`src/rtl/jtpang_bank_sched.sv`:
```
// Four-slot round-robin scheduler sharing one SDRAM bank; each slot owns a one-entry read cache.
// Optional REQ ack timeout is enabled by defining JTPANG_BANK_TIMEOUT_EN.
module jtpang_bank_sched #(
    parameter int          AW      = 18,
    parameter int          DW      = 32,
    parameter logic [21:0] OFFSET0 = 22'h0,
    parameter logic [21:0] OFFSET1 = 22'h0,
    parameter logic [21:0] OFFSET2 = 22'h0,
    parameter logic [21:0] OFFSET3 = 22'h0
) (
    input  logic            clk,
    input  logic            rst_n,
    input  logic            downloading,
    input  logic [3:0]      slot_cs,
    input  logic [4*AW-1:0] slot_addr,
    output logic [3:0]      slot_ok,
    output logic [4*DW-1:0] slot_dout,
    output logic [21:0]     sdram_addr,
    output logic            sdram_req,
    input  logic            sdram_ack,
    input  logic            data_dst,
    input  logic            data_rdy,
    input  logic [15:0]     data_read,
    output logic            timeout
);

    typedef enum logic [1:0] {IDLE, REQ, WAIT} state_t;

    state_t          r_state, w_state_next;
    logic [1:0]      r_ptr, r_gnt, w_win;
    logic            w_any_miss;
    logic [AW-1:0]   r_tag_pend, w_slot_addr;
    logic [3:0]      r_valid, w_hit, w_miss;
    logic [AW-1:0]   r_tag  [4];
    logic [DW-1:0]   r_dout [4];
    logic [15:0]     r_buf, w_lo;
    logic [21:0]     r_addr, w_req_addr, w_off, w_scaled;
    logic            r_req, r_abort;
    logic            w_fill, w_ack_to;
    logic [DW-1:0]   w_fill_data;

    genvar gi;
    generate
        for (gi = 0; gi < 4; gi++) begin : g_slot
            assign w_hit[gi]  = slot_cs[gi] & r_valid[gi] & ~downloading &
                                (slot_addr[gi*AW +: AW] == r_tag[gi]);
            assign w_miss[gi] = slot_cs[gi] & ~w_hit[gi] & ~downloading;
            assign slot_dout[gi*DW +: DW] = r_dout[gi];
        end
    endgenerate

    assign slot_ok    = w_hit;
    assign sdram_req  = r_req;
    assign sdram_addr = r_addr;

    // Scan from ptr upward; the descending loop lets the closest slot overwrite later ones.
    always_comb begin
        w_win      = r_ptr;
        w_any_miss = 1'b0;
        for (int k = 3; k >= 0; k--) begin
            if (w_miss[r_ptr + 2'(k)]) begin
                w_win      = r_ptr + 2'(k);
                w_any_miss = 1'b1;
            end
        end
    end

    always_comb begin
        w_slot_addr = slot_addr[w_win*AW +: AW];
        case (w_win)
            2'd0:    w_off = OFFSET0;
            2'd1:    w_off = OFFSET1;
            2'd2:    w_off = OFFSET2;
            default: w_off = OFFSET3;
        endcase
        if (DW == 32) w_scaled = 22'({w_slot_addr, 1'b0});
        else          w_scaled = 22'(w_slot_addr);
        w_req_addr = w_off + w_scaled;
    end

    // A word arriving with dst in the completing cycle takes precedence over the buffer.
    always_comb begin
        w_lo        = data_dst ? data_read : r_buf;
        w_fill_data = (DW == 32) ? DW'({data_read, w_lo}) : DW'(w_lo);
    end

`ifdef JTPANG_BANK_TIMEOUT_EN
    logic [7:0] r_cnt;
    logic       r_timeout;

    assign w_ack_to = (r_state == REQ) & ~sdram_ack & (r_cnt == 8'd254);
    assign timeout  = r_timeout;

    always_ff @(posedge clk or negedge rst_n) begin
        if (!rst_n) begin
            r_cnt     <= 8'd0;
            r_timeout <= 1'b0;
        end else begin
            r_cnt <= (r_state == REQ) ? r_cnt + 8'd1 : 8'd0;
            if (w_ack_to) r_timeout <= 1'b1;
        end
    end
`else
    assign w_ack_to = 1'b0;
    assign timeout  = 1'b0;
`endif

    always_ff @(posedge clk or negedge rst_n) begin
        if (!rst_n) r_state <= IDLE;
        else        r_state <= w_state_next;
    end

    always_comb begin
        w_state_next = r_state;
        w_fill       = 1'b0;
        case (r_state)
            IDLE: if (w_any_miss) w_state_next = REQ;
            REQ: begin
                if (sdram_ack)     w_state_next = WAIT;
                else if (w_ack_to) w_state_next = IDLE;
            end
            WAIT: begin
                if (data_rdy) begin
                    w_fill       = 1'b1;
                    w_state_next = IDLE;
                end
            end
            default: w_state_next = IDLE;
        endcase
    end

    always_ff @(posedge clk or negedge rst_n) begin
        if (!rst_n) begin
            r_ptr      <= 2'd0;
            r_gnt      <= 2'd0;
            r_tag_pend <= '0;
            r_buf      <= 16'd0;
            r_addr     <= 22'd0;
            r_req      <= 1'b0;
            r_abort    <= 1'b0;
        end else begin
            r_req <= (w_state_next == REQ);
            if (r_state == IDLE && w_any_miss) begin
                r_gnt      <= w_win;
                r_ptr      <= w_win + 2'd1;
                r_tag_pend <= w_slot_addr;
                r_addr     <= w_req_addr;
                r_abort    <= 1'b0;
            end else if (downloading) begin
                r_abort <= 1'b1;
            end
            if (r_state == WAIT && data_dst) r_buf <= data_read;
        end
    end

    // A fill that saw downloading at any point updates data and tag but stays invalid.
    always_ff @(posedge clk or negedge rst_n) begin
        if (!rst_n) begin
            r_valid <= 4'd0;
            for (int i = 0; i < 4; i++) begin
                r_tag[i]  <= '0;
                r_dout[i] <= '0;
            end
        end else begin
            for (int i = 0; i < 4; i++) begin
                if (w_fill && r_gnt == 2'(i)) begin
                    r_tag[i]   <= r_tag_pend;
                    r_dout[i]  <= w_fill_data;
                    r_valid[i] <= ~downloading & ~r_abort;
                end else if (downloading) begin
                    r_valid[i] <= 1'b0;
                end
            end
        end
    end

endmodule

```
`config.mk`:
```
export PLATFORM = sky130hd
export DESIGN_NAME = jtpang_bank_sched
export DESIGN_NICKNAME = d
export VERILOG_FILES = /design/src/rtl/jtpang_bank_sched.sv
export SDC_FILE = /design/constraint.sdc
export NUM_CORES = 1
export LEC_CHECK = 0
export ABC_AREA = 1
export CORE_MARGIN = 1
export CORE_UTILIZATION = 35
export DETAILED_ROUTE_END_ITERATION = 8
export PLACE_DENSITY = 0.68
export SLEW_MARGIN = 40
export SYNTH_ARGS = -nofsm -noshare
export SYNTH_HDL_FRONTEND = slang
export SYNTH_SLANG_ARGS = --single-unit
```
`constraint.sdc`:
```
create_clock -name clk -period 4.4 [get_ports clk]
set_input_delay 0.88 -clock clk [delete_from_list [all_inputs] [get_ports clk]]
set_output_delay 0.88 -clock clk [all_outputs]
set_load 0.005 [all_outputs]
```
==> out/results.ini, run 1 <==
[drt]
postRouteWirelength_mm=40.3
drt-initial-drc-count=803
antenna_violating_nets_post_route=0
route.detailed.drc=0
dr.pass1.iters=7
route.detailed.wl_per_inst_um=18.2
vias_per_cell=4.91
dr_total_vias=10900

[power]
p_total_mw=11.6
pwr_cell_area_mw_per_mm2=731
vdd.ir_drop.worst_uv=411
power.static_leakage_nw=7.76

[synth]
yosysTopAreaCell=sky130_fd_sc_hd__dfrtp_1
synth_warnings=0
synth-simple-area-share=0.289
synthMuxAreaShare=0.0190
post-synth-top-area-fraction=0.519
synthesis.area_per_instance_um2=7.84
synthesis.area_mm2=0.0119
yosysUniqueCellTypes=38
synth-seq-area-share=0.519
post_synth_xor_area_fraction=0.0133
ys_dominant_reg_cell=sky130_fd_sc_hd__dfrtp_1
synth-edff-count=0
synth_top_family_by_area=simple AND/OR/NAND/NOR gates
synth_compound_gate_area_share=0.0812
leading_cell_types_by_total_area_after_synthesis=sky130_fd_sc_hd__dfrtp_1, sky130_fd_sc_hd__nand2_1, sky130_fd_sc_hd__o21ai_0
synthAdderAreaFrac=0
synth_cells=1511
ys_ff_latch=246
ys_async_sr_fraction=1.00

[outcome]
status=complete, no violations

[layout]
design.final.nets=1847
finalInstanceArea_mm2=0.0158
most_common_cell_after_layout_fill_and_taps_aside=sky130_fd_sc_hd__nand2_1
flow.area_growth_from_synthesis_pct=33.5
drive_above_1_share=0.0751
mostFrequentLayoutCells=sky130_fd_sc_hd__nand2_1, sky130_fd_sc_hd__clkdlybuf4s50_1, sky130_fd_sc_hd__dfrtp_1

[timing]
fin_hold_ws_ns=0.209
finalWorstPathRequiredPeriod_ns=3.98
period_utilisation_layout=0.904
fin_skew_ns=0.0149
max_freq_mhz=251
fin_tns_setup_ns=0
timing.final.ws_setup_ns=0.421
timing.final.hold_violations=0
finalSetupViolations=0
worst_slew_pin_slew_ns=0.694
slew_headroom=0.536
grt_setup_unrepaired=false
report.final.slew_viol_count=0

[global_route]
grt_antenna_before_repair=2
global_route.usage.total=0.236
overflow=0
first_global_vias=10900
grt_start_max_net_pins=95
grt_first_pass_wirelength_mm=62.1

[critical_path]
critical_path_peak_fanout=6
reg2regPathDepth=19
criticalPathCategory=in2out
critical_path.n_buffers_inverters=2
timing.rr.start=r_tag[39]
ff2ff_setup_slack_ns=1.49
cp.required_ns=3.52
critical-path-top-delay-family=buffers and inverters
worstSetupStartpointType=input pin
worst_path_arrival_time_ns=3.10
worstPathCellList=clkdlybuf4s50_1, nor2_1, nand3_1, nor2_1, nand4_1, nor4b_1, clkdlybuf4s50_1
critPathMaxStageDelay_ns=0.59
worst_path_max_delay_cell=sky130_fd_sc_hd__clkdlybuf4s50_1
crit_path_end_kind=output pin
worst_r2r_endpoint=r_ptr[1]

[floorplan]
placeableCoreArea_mm2=0.0334
die_area_mm2=0.0346
die_h_um=186
floorplan.initialDensity=0.354
die_width_um=186
core.rowCount=67
design.portCount=254

[placement]
detailedPlacementHpwl_mm=29.4
place_area_mm2=0.0148
port-buffer-count=248
gp_routability_congestion=1.01
preCtsSetupSlack_ns=0.456

[clock_tree]
tritoncts_num_sinks=246
clk_root_buffer_cell=sky130_fd_sc_hd__clkbuf_16
cts_resized=0
tritoncts=yes
htree_num_levels=1
cts_made_buffers=29
cts_setup_buffers=0
hold_buffers=0
worst_setup_hold_path_clk_slew_ns=0.06
cts_max_path_buffers=3
insertion_delay_of_the_later_clocked_pin_in_the_worst_skew_pair_ns=0.57

[run]
max_cap_violations=0

[hold_path]
worstHoldPathType=in2async

[cell type report]
class                      instances  area [um2]
antenna                            1        2.50
clock buffer                      45         916
clock inverter                     8         109
fill                            3174       17600
inverter                         162         613
multi-input combinational       1045        4810
sequential                       246        6160
tap                              448         561
timing repair buffer             265        2660
[cells in the mapped netlist, types with 2 or more instances]
cell type,count
sky130_fd_sc_hd__xnor2_1,15
sky130_fd_sc_hd__a21oi_1,34
sky130_fd_sc_hd__inv_1,154
sky130_fd_sc_hd__nor2_1,85
sky130_fd_sc_hd__buf_2,8
sky130_fd_sc_hd__dfrtp_1,246
sky130_fd_sc_hd__clkinv_1,3
sky130_fd_sc_hd__nand2_2,16
sky130_fd_sc_hd__nand3_1,89
sky130_fd_sc_hd__buf_4,6
sky130_fd_sc_hd__o21bai_1,2
sky130_fd_sc_hd__o21ai_1,2
sky130_fd_sc_hd__nor3_1,9
sky130_fd_sc_hd__nor4b_1,2
sky130_fd_sc_hd__nand2_4,2
sky130_fd_sc_hd__mux2_2,20
sky130_fd_sc_hd__or2_1,2
sky130_fd_sc_hd__nand2_1,585
sky130_fd_sc_hd__xor2_1,3
sky130_fd_sc_hd__buf_12,2
sky130_fd_sc_hd__inv_2,3
sky130_fd_sc_hd__nand4_1,21
sky130_fd_sc_hd__nand3_2,4
sky130_fd_sc_hd__o21ai_0,126
sky130_fd_sc_hd__clkbuf_1,44
sky130_fd_sc_hd__o211ai_2,9
sky130_fd_sc_hd__clkinv_2,2
sky130_fd_sc_hd__nor3b_1,5
sky130_fd_sc_hd__nor4_1,3
[where the power goes]
group / internal [mW] / switching [mW] / leakage, nW
logic: 2.22 / 2.69 / 4.18
clock network: 1.54 / 0.995 / 0.512
registers: 3.30 / 0.833 / 3.07
total: 7.06 / 4.52 / 7.76
[cell families after synthesis]
group | after synthesis
AO/OA/AOI/OAI | 175
XOR/XNOR | 18
buffers and inverters | 224
flip-flops | 246
multiplexers | 20
other | 1
AND/OR/NAND/NOR | 827
[sequential cells by signal, summed over array words and instances (netlist names)]
register,flops
slot_dout,128
r_tag,72
r_tag_pend,18
r_buf,16
r_valid,4
r_gnt,2
r_ptr,2
r_state,2
r_abort,1
sdram_req,1
[per-layer routing]
metal	routed length (um)	GRT usage	part of all wire
met4	1540	0.0885	0.038
met1	16400	0.291	0.41
met2	18300	0.386	0.45
met3	4010	0.0712	0.099
met5	17	0	0.00042
[how the worst max path moves through the flow]
stage | from | endpoint | slack, ns | cells after the start
2_1_floorplan | slot_addr[10] | r_tag_pend[0] | 1.76 | 18
3_3_place_gp | slot_addr[3] | r_gnt[1] | 0.49 | 19
3_5_place_dp | downloading | slot_ok[0] | 0.46 | 7
4_1_cts | slot_cs[0] | slot_ok[0] | 0.45 | 8
5_1_grt | slot_addr[16] | slot_ok[0] | 0.20 | 7
6_report | downloading | slot_ok[0] | 0.42 | 7
[per-stage QoR]
step	instances	util
global placement	2165	0.442
global route	2219	0.473
finish	2220	0.473
floorplan	1515	-
detailed placement	2165	0.442
CTS	2218	0.472
Power figures use the tool's default switching activity.
==> inputs of run 2 (changes only) <==
Settings changed: REMOVE_ABC_BUFFERS set to 1.
==> out/results.ini, run 2 (synthesis gave the netlist of run 1 again) <==
[outcome]
status=complete, no violations

[floorplan]
design.portCount=254
core.rowCount=67
die_area_mm2=0.0346
die_h_um=186
floorplan.initialDensity=0.354
placeableCoreArea_mm2=0.0334
die_width_um=186

[timing]
timing.final.hold_violations=0
timing.final.ws_setup_ns=0.444
fin_skew_ns=0.00934
worst_slew_pin_slew_ns=0.664
max_freq_mhz=253
grt_setup_unrepaired=false
fin_tns_setup_ns=0
slew_headroom=0.557
period_utilisation_layout=0.899
finalWorstPathRequiredPeriod_ns=3.96
finalSetupViolations=0
report.final.slew_viol_count=0

[clock_tree]
tritoncts=yes
hold_buffers=0
htree_num_levels=1
insertion_delay_of_the_later_clocked_pin_in_the_worst_skew_pair_ns=0.56
worst_setup_hold_path_clk_slew_ns=0.06
cts_max_path_buffers=3
clk_root_buffer_cell=sky130_fd_sc_hd__clkbuf_16
cts_setup_buffers=0
cts_made_buffers=29
cts_resized=0
tritoncts_num_sinks=246

[layout]
core_util_final=0.473
final_cells=2224
drive_above_1_share=0.0767
largest_reg_flops=128
mostFrequentLayoutCells=sky130_fd_sc_hd__nand2_1, sky130_fd_sc_hd__clkdlybuf4s50_1, sky130_fd_sc_hd__dfrtp_1
n_fill_cell=3180
flow.area_growth_from_synthesis_pct=33.5
design.final.nets=1851
most_common_cell_after_layout_fill_and_taps_aside=sky130_fd_sc_hd__nand2_1

[global_route]
first_global_vias=11000
overflow=0
grt_antenna_before_repair=3
grt_first_pass_wirelength_mm=60.7
grt_start_max_net_pins=105
global_route.usage.total=0.231

[critical_path]
cp.required_ns=3.52
reg2regPathDepth=14
ff2ff_setup_slack_ns=1.52
critical_path_peak_fanout=2
criticalPathCategory=in2out
worstSetupStartpointType=input pin
worst_path_arrival_time_ns=3.08
crit_path_end_kind=output pin
timing.rr.start=r_tag[10]
worst_r2r_endpoint=r_tag_pend[9]

[drt]
antenna_violating_nets_post_route=0
vias_per_cell=4.85
postRouteWirelength_mm=39.3
route.detailed.drc=0
dr_total_vias=10800
dr.pass1.iters=5
route.detailed.wl_per_inst_um=17.7
drt-initial-drc-count=709

[power]
vdd.ir_drop.worst_uv=489
power.static_leakage_nw=7.76
p_total_mw=11.6
pwr_cell_area_mw_per_mm2=731

[placement]
detailedPlacementHpwl_mm=27.4
dp.cells=2169
gp_routability_congestion=0.906
preCtsSetupSlack_ns=0.427
port-buffer-count=248

[hold_path]
worstHoldPathType=in2async

[run]
max_cap_violations=0

run 2: cell count changes in the layout (fill, tap and decap cells not counted), sizes merged:
cell,previous run,this run
buf,18,22
clkbuf,45,41
clkinv,10,7
bufinv,2,4
diode,1,3
inv,158,160
clkinvlp,0,1
run 2: power breakdown:
| part | internal, mW | switching, mW |
|---|---|---|
| Clock | 1.55 | 0.985 |
| Sequential | 3.30 | 0.727 |
| Combinational | 2.23 | 2.77 |
run 2: layer usage:
metal | up-vias | share of wire | track usage
met3 | 80 | 0.092 | 0.0722
met5 | - | 0 | 0
met1 | 5114 | 0.41 | 0.279
met2 | 375 | 0.47 | 0.389
met4 | 0 | 0.030 | 0.0803
li1 | 5220 | - | -
run 2: worst max-delay path by stage:
stage / cells after the start / from / to / slack, ns
global route: 7 / slot_addr[15] / slot_ok[0] / 0.21
detailed placement: 7 / slot_addr[15] / slot_ok[0] / 0.43
global placement: 7 / slot_addr[16] / slot_ok[0] / 0.44
floorplan: 3 / data_rdy / r_tag[46] / -1.50
CTS: 7 / slot_addr[15] / slot_ok[0] / 0.40
finish: 7 / slot_addr[15] / slot_ok[0] / 0.44
run 2: critical path, stage by stage:
cell and delay [ns]:
sky130_fd_sc_hd__clkdlybuf4s50_1 0.44, sky130_fd_sc_hd__xnor2_1 0.39, sky130_fd_sc_hd__nand2_1 0.10, sky130_fd_sc_hd__nor3b_1 0.19
sky130_fd_sc_hd__nand4_1 0.13, sky130_fd_sc_hd__nor4b_1 0.31, sky130_fd_sc_hd__clkdlybuf4s50_1 0.64
run 2: stage by stage:
stage / hold WS, ns / instance area (um2)
after floorplan: 0.454 / 11600
after global placement: 0.453 / 14800
after detailed placement: 0.458 / 14800
after CTS: 0.414 / 15800
after global routing: 0.263 / 15800
final: 0.239 / 15800
run 2: cell type report:
| class | count | area [um2] | share of cell area |
|---|---|---|---|
| clock inverter | 10 | 156 | 0.00988 |
| sequential | 246 | 6160 | 0.389 |
| timing repair buffer | 269 | 2680 | 0.169 |
| clock buffer | 41 | 841 | 0.0531 |
| tap | 448 | 561 | 0.0354 |
| multi-input combinational | 1045 | 4810 | 0.304 |
| antenna | 3 | 7.51 | 0.000474 |
| inverter | 162 | 616 | 0.0389 |
==> inputs of run 3 (changes only) <==
Settings changed: ABC_CLOCK_PERIOD_IN_PS set to 4400, RECOVER_POWER set to 100.
==> out/results.ini, run 3 (synthesis gave the netlist of run 1 again) <==
[critical_path]
timing.rr.start=r_state[0]
worst_r2r_endpoint=slot_dout[88]
critPathMaxStageDelay_ns=0.64
crit_path_end_kind=output pin
reg2regPathDepth=5
critical_path_peak_fanout=8
ff2ff_setup_slack_ns=0.75
worst_path_max_delay_cell=sky130_fd_sc_hd__dlygate4sd3_1
criticalPathCategory=in2out
cp.required_ns=3.52
worstSetupStartpointType=input pin
worstPathCellList=dlygate4sd3_1, inv_1, nand3_1, nor4_1, nand2_1, nor3_1, clkdlybuf4s50_1
worst_path_arrival_time_ns=3.19

[timing]
finalWorstPathRequiredPeriod_ns=4.07
worst_slew_pin_slew_ns=3.23
fin_skew_ns=0.0113
period_utilisation_layout=0.925
max_freq_mhz=246
slew_headroom=-1.15
finalSetupViolations=0
report.final.slew_viol_count=335
grt_setup_unrepaired=false
timing.final.hold_violations=0

[clock_tree]
hold_buffers=0
cts_max_path_buffers=3
worst_setup_hold_path_clk_slew_ns=0.06
tritoncts_num_sinks=246
htree_num_levels=1
cts_made_buffers=29
insertion_delay_of_the_later_clocked_pin_in_the_worst_skew_pair_ns=0.56
cts_resized=0
cts_setup_buffers=0
tritoncts=yes
clk_root_buffer_cell=sky130_fd_sc_hd__clkbuf_16

[power]
pwr_cell_area_mw_per_mm2=717
p_total_mw=11.3
power.static_leakage_nw=7.98
vdd.ir_drop.worst_uv=470

[drt]
dr_total_vias=10800
postRouteWirelength_mm=39.2
dr.pass1.iters=5
drt-initial-drc-count=736
route.detailed.drc=0
vias_per_cell=4.86
antenna_violating_nets_post_route=0
route.detailed.wl_per_inst_um=17.6

[placement]
port-buffer-count=248
detailedPlacementHpwl_mm=27.4
gp_routability_congestion=0.906
dp.cells=2169

[global_route]
grt_start_max_net_pins=105
global_route.usage.total=0.231
first_global_vias=11000
overflow=0
grt_antenna_before_repair=3
grt_first_pass_wirelength_mm=60.7

[layout]
most_common_cell_after_layout_fill_and_taps_aside=sky130_fd_sc_hd__nand2_1
largest_reg_flops=128
final_cells=2224
design.final.nets=1851
mostFrequentLayoutCells=sky130_fd_sc_hd__nand2_1, sky130_fd_sc_hd__dfrtp_1, sky130_fd_sc_hd__inv_1
drive_above_1_share=0.0660
flow.area_growth_from_synthesis_pct=32.9
n_fill_cell=3201

[outcome]
status=finished, violations left
failing_checks=max-capacitance violations, max-slew violations

[hold_path]
startpoint_of_the_most_critical_hold_path=slot_dout[76]
worstHoldPathCells=2
endpoint_with_the_worst_hold_slack=slot_dout[76]
worstHoldPathType=reg2reg

[floorplan]
design.portCount=254
floorplan.initialDensity=0.354
die_width_um=186
core.rowCount=67
die_area_mm2=0.0346
placeableCoreArea_mm2=0.0334
die_h_um=186

[run]
max_cap_violations=7

## run 3: cell types whose count changed in the layout (fill, tap and decap cells not counted), moves of 2 or more
cell	change
sky130_fd_sc_hd__clkbuf_2	+3
sky130_fd_sc_hd__nand2_1	+3
sky130_fd_sc_hd__clkbuf_1	+10
sky130_fd_sc_hd__clkdlybuf4s50_1	-153
sky130_fd_sc_hd__dlygate4sd3_1	+153
sky130_fd_sc_hd__nor3_1	+3
sky130_fd_sc_hd__inv_1	+2
sky130_fd_sc_hd__nand2_2	-3
sky130_fd_sc_hd__nor3_2	-3
sky130_fd_sc_hd__buf_4	-12
sky130_fd_sc_hd__inv_2	-2
## run 3: critical path: cells and delay by family
| family | cells | cell delay, ns |
|---|---|---|
| AND/OR/NAND/NOR | 4 | 0.80 |
| buffers and inverters | 3 | 1.50 |
## run 3: where the power goes
part           switching (mW)  internal, mW  total, mW
clock                   0.983          1.55       2.54
sequential              0.699          3.30       4.00
combinational            2.76          2.00       4.76
## run 3: worst max path at each step
| stage | slack [ns] | cells after the start | startpoint | end |
|---|---|---|---|---|
| finish | 0.33 | 7 | downloading | slot_ok[1] |
| global route | 0.15 | 5 | data_rdy | slot_dout[84] |
| CTS | 0.40 | 7 | slot_addr[15] | slot_ok[0] |
| detailed placement | 0.43 | 7 | slot_addr[15] | slot_ok[0] |
| global placement | 0.44 | 7 | slot_addr[16] | slot_ok[0] |
| floorplan | -1.50 | 3 | data_rdy | r_tag[46] |
## run 3: area by class of cell
cell class / count / area, um2 / area share
clock inverter: 10 / 156 / 0.00993
multi-input combinational: 1045 / 4790 / 0.304
clock buffer: 41 / 841 / 0.0534
timing repair buffer: 269 / 2630 / 0.167
antenna: 3 / 7.51 / 0.000477
sequential: 246 / 6160 / 0.391
inverter: 162 / 614 / 0.0390
tap: 448 / 561 / 0.0356
## run 3: stage by stage
stage          hold slack, ns  area (um2)   util  TNS, ns  worst slack, ns
5_1_grt                 0.479       15700  0.471        0            0.149
3_3_place_gp            0.453       14800  0.442        0            0.444
4_1_cts                 0.414       15800  0.472        0            0.397
3_5_place_dp            0.458       14800  0.442        0            0.427
6_report                0.463       15800  0.471        0            0.329
2_1_floorplan           0.454       11600      -  -169.80            -1.50
## run 3: per-layer routing
metal,part of all wire,track usage,vias up
met5,0,0,-
li1,-,-,5225
met4,0.031,0.0803,0
met2,0.47,0.389,394
met3,0.095,0.0722,79
met1,0.41,0.279,5113
